$ cat config.mk
export PLATFORM = sky130hd
export DESIGN_NAME = fetch_unit
export DESIGN_NICKNAME = d
export VERILOG_FILES = /design/src/rtl/fetch_unit.sv
export SDC_FILE = /design/constraint.sdc
export NUM_CORES = 1
export LEC_CHECK = 0
export ABC_AREA = 0
export CAP_MARGIN = 5
export CORE_ASPECT_RATIO = 1.2
export CORE_MARGIN = 5
export CORE_UTILIZATION = 35
export CTS_CLUSTER_DIAMETER = 80
export DETAILED_ROUTE_END_ITERATION = 16
export GPL_ROUTABILITY_DRIVEN = 0
export MAX_ROUTING_LAYER = met4
export PLACE_DENSITY = 0.66
export SLEW_MARGIN = 20
export SYNTH_ARGS = -nofsm -noshare
export SYNTH_HDL_FRONTEND = slang
export SYNTH_SLANG_ARGS = --single-unit
$ cat constraint.sdc
create_clock -name clk -period 3.25 [get_ports clk]
set_input_delay 0.65 -clock clk [delete_from_list [all_inputs] [get_ports clk]]
set_output_delay 0.65 -clock clk [all_outputs]
set_load 0.01 [all_outputs]
$ cat src/rtl/fetch_unit.sv
// Instruction-fetch front end: sequential PC generation, 1-cycle synchronous imem,
// stall hold of the presented instruction, and redirect restart.
module fetch_unit #(
  parameter logic [31:0] RESET_PC = 32'h4000_0000,
  parameter logic [31:0] NOP_INST = 32'h0000_0013
) (
  input  logic        clk,
  input  logic        rst,
  input  logic        stall,
  input  logic        redirect_valid,
  input  logic [31:0] redirect_pc,
  output logic [31:0] imem_addr,
  output logic        imem_en,
  input  logic [31:0] imem_rdata,
  output logic        if_valid,
  output logic [31:0] if_pc,
  output logic [31:0] if_inst
);

  logic [31:0] fetch_pc;
  logic        resp_valid;
  logic [31:0] resp_pc;
  logic        hold_valid;
  logic [31:0] hold_inst;

  always_ff @(posedge clk) begin
    if (rst) begin
      fetch_pc   <= RESET_PC;
      resp_valid <= 1'b0;
      resp_pc    <= '0;
      hold_valid <= 1'b0;
      hold_inst  <= NOP_INST;
    end else if (redirect_valid) begin
      fetch_pc   <= {redirect_pc[31:2], 2'b00};
      resp_valid <= 1'b0;
      hold_valid <= 1'b0;
    end else if (stall) begin
      // Capture on the first stalled edge only; the memory output may drift afterwards.
      if (resp_valid && !hold_valid) begin
        hold_inst  <= imem_rdata;
        hold_valid <= 1'b1;
      end
    end else begin
      resp_valid <= 1'b1;
      resp_pc    <= fetch_pc;
      fetch_pc   <= fetch_pc + 32'd4;
      hold_valid <= 1'b0;
    end
  end

  always_comb begin
    imem_addr = fetch_pc;
    imem_en   = ~rst & (~stall | redirect_valid);
    if_valid  = ~rst & resp_valid;
    if_pc     = resp_pc;
    if_inst   = NOP_INST;
    if (!rst && resp_valid) begin
      if_inst = hold_valid ? hold_inst : imem_rdata;
    end
  end

endmodule

==> summary.md <==
| Metric | Value |
|---|---|
| H-tree Lvls | `3` |
| CP peak stage delay | `650 ps` |
| Post-DP HPWL | `9640 um` |
| Number of port buffers | `159` |
| Clk buf depth | `2` |
| GRT Residual Overflow | `0` |
| Max IR drop VDD | `0.226 mV` |
| Hold_buf cts | `0` |
| Largest net degree at the start of global routing | `98` |
| Worst slack, placed | `618 ps` |
| Worst Max-Slew Pin Slew | `1030 ps` |
| Final worst path period share | `82.9%` |
| Area Overhead vs Synth | `45.2%` |
| Antenna Diode Count | `0` |
| DRC Markers | `0` |
| Post-synth ARST share | `0%` |
| Synth warn | `0` |
| Filler cells | `1,182` |
| Power Density | `406 nW/um^2` |
| Crit-path cells | `buf_12, mux2i_1, nor2_1, clkdlybuf4s50_1` |
| Clock Skews | `5.73 ps` |
| Clock root buffer | `clkbuf_16` |
| Max Fclk | `371 MHz` |
| Core ar. | `12,600 um^2` |
| RSZ-0062 raised after global routing | `no` |
| Synth area leaders | `dfxtp_1 (42%), nand2_1 (13%), a21oi_1 (8.9%)` |
| Initial DRC count | `185` |
| Die W | `113 um` |
| Final setup TNS | `0 ps` |
| First-pass GRT wire length | `20,900 um` |
| Critical Path Fanout Max | `20` |
| Share of the synthesized area in the top cell type | `42.3%` |
| Post-cts sizing count | `0` |
| PnR worst setup slack | `557 ps` |
| WL final | `13,500 um` |
| Critical path type | `reg2out` |
| Hold Crit Class | `reg2reg` |
| Vias in the first global route | `4,048` |
| Die area | `15,100 um^2` |
| Final min period | `2690 ps` |
| CTS tree | `yes` |
| Top Ports | `166` |
| Sequential area share after synthesis | `42.3%` |
| Cell row count | `45` |
| Total track usage | `17.7%` |
| Initial core utilization | `35.4%` |
| Crit start category | `flip-flop` |
| Critical path data required time | `2600 ps` |
| Synth area leader | `dfxtp_1` |
| Layout cells sized above 1 | `5.46%` |
| # setup viols final | `0` |
| Routed len/inst | `15.3 um` |
| Antenna violations before repair | `0` |
| Post-synth design cell area | `4450 um^2` |
| Via density | `4.93` |
| Ys flop type | `dfxtp_1` |
| Cells after Synth | `571` |
| CTS Buf Count | `9` |
| Number of max-cap violations | `0` |
| Post-CTS Setup Bufs | `0` |
| Routed Antenna Nets | `0` |
| Crit. End Element | `output pin` |
| Drt first pass iters | `4` |
| Slew Viols, Final | `0` |
| Slowest cell on crit path | `dfxtp_2` |
| P_leak | `2.17 nW` |
| Slew HR | `31.3%` |
| Reg clk slew, reported paths | `50 ps` |
| Count of cell types in the netlist | `47` |
| Outcome | `finished clean` |
| Chip height | `133 um` |
| Clk sinks | `94` |
| Fin nets | `781` |
| Power, Total | `2.62 mW` |
| Post-Route Utilization | `51.4%` |
| #FFs+latches synth | `94` |
| Vias after detailed routing | `4,330` |
| Post-Syn Area per Cell | `7.79 um^2` |
| Crit path DAT | `2040 ps` |
| Hold Violations, Final | `0` |
| Post-synth EDFFs | `0` |
| Clock Latency Late Sink | `340 ps` |
-- worst max-delay path, delay by kind of cell (launching register included) --
kind | cells | cell delay [ps]
buf+inv | 2 | 820
flops | 1 | 650
mux | 1 | 100
simple gates | 1 | 130
-- cells in the mapped netlist, types with 2 or more instances --
cell / number
o211ai_1: 3
nand3b_1: 5
or3_1: 2
a311oi_1: 3
a211oi_1: 5
clkbuf_1: 31
nand4_1: 4
buf_4: 5
a21oi_1: 79
inv_1: 6
nand2_1: 149
buf_2: 4
nor2_1: 53
xnor2_1: 18
o21ai_0: 7
nand4_4: 2
and4_2: 3
dfxtp_1: 94
and3_1: 3
nor4_2: 2
buf_1: 2
nand3_1: 11
mux2i_1: 36
o21a_1: 4
o21bai_1: 3
nor3_1: 16
-- power by group --
| group | leakage [nW] | switching [mW] | internal (mW) |
|---|---|---|---|
| sequential | 0.767 | 0.0515 | 1.19 |
| clock | 0.137 | 0.412 | 0.603 |
| combinational | 1.26 | 0.158 | 0.201 |
-- path summary, 6_finish.rpt --
kind	depth (start not counted)	slack, ps	endpoint	startpoint
worst max-delay path	4	560	if_inst[13]	hold_valid
worst min-delay path	2	450	hold_inst[2]	hold_inst[2]
worst min register to register	2	450	hold_inst[2]	hold_inst[2]
worst max register to register	5	1290	imem_addr[16]	imem_addr[2]
-- routing by layer --
layer | part of all wire (%) | global-route usage [%] | vias up
met5 | 0 | - | -
met4 | 1.0 | 4.81 | 0
met3 | 5.5 | 4.32 | 11
met2 | 50 | 29.2 | 107
met1 | 44 | 21.7 | 2010
li1 | - | - | 2202
-- sequential cells by signal (all words and copies together), names as in the netlist --
| name | cells |
|---|---|
| hold_valid | 1 |
| hold_inst | 32 |
| imem_addr | 30 |
| if_pc | 30 |
| resp_valid | 1 |
-- cells by family (layout without fill, tap and decap cells) --
group	after synthesis	count (layout)	synth area share (%)
fa+ha+maj	1	1	0.281
flops	94	94	42.3
other cells	1	4	0.0843
compound gates	108	108	13.6
mux	36	36	8.10
simple gates	262	262	26.9
buf+inv	50	190	4.92
xor+xnor	19	19	3.74
-- layout by cell type (no fill, tap or decap), drive strengths merged, types with 2 or more instances in the layout --
| cell | instances |
|---|---|
| clkbuf | 11 |
| and4 | 5 |
| dfxtp | 94 |
| a21oi | 79 |
| buf | 12 |
| and3 | 3 |
| nand2 | 149 |
| o21bai | 3 |
| nand3 | 11 |
| o211ai | 3 |
| or3 | 2 |
| conb | 4 |
| a211oi | 6 |
| nor4 | 3 |
| and4b | 2 |
| mux2i | 36 |
| nor3 | 16 |
| o21a | 4 |
| xnor2 | 18 |
| nor2 | 53 |
| a311oi | 3 |
| nand4 | 7 |
| clkdlybuf4s50 | 158 |
| inv | 7 |
| o21ai | 7 |
| nand3b | 5 |
-- stage by stage --
step / hold WS, ps / cell area, um^2 / instances
floorplan: 436 / 4460 / 574
global placement: 441 / 6180 / 865
detailed placement: 446 / 6180 / 865
CTS: 455 / 6460 / 878
global route: 468 / 6460 / 878
finish: 453 / 6460 / 878
-- final cells by class --
| class | count | area [um^2] | share of cell area, % |
|---|---|---|---|
| clock buffers | 11 | 243 | 3.76 |
| clock inverters | 2 | 35.0 | 0.543 |
| inverters | 7 | 26.3 | 0.407 |
| multi-input cells | 430 | 2370 | 36.7 |
| flip-flops and latches | 94 | 1880 | 29.2 |
| well taps | 164 | 205 | 3.18 |
| repair buffers | 170 | 1700 | 26.3 |
Power figures use the tool's default switching activity.
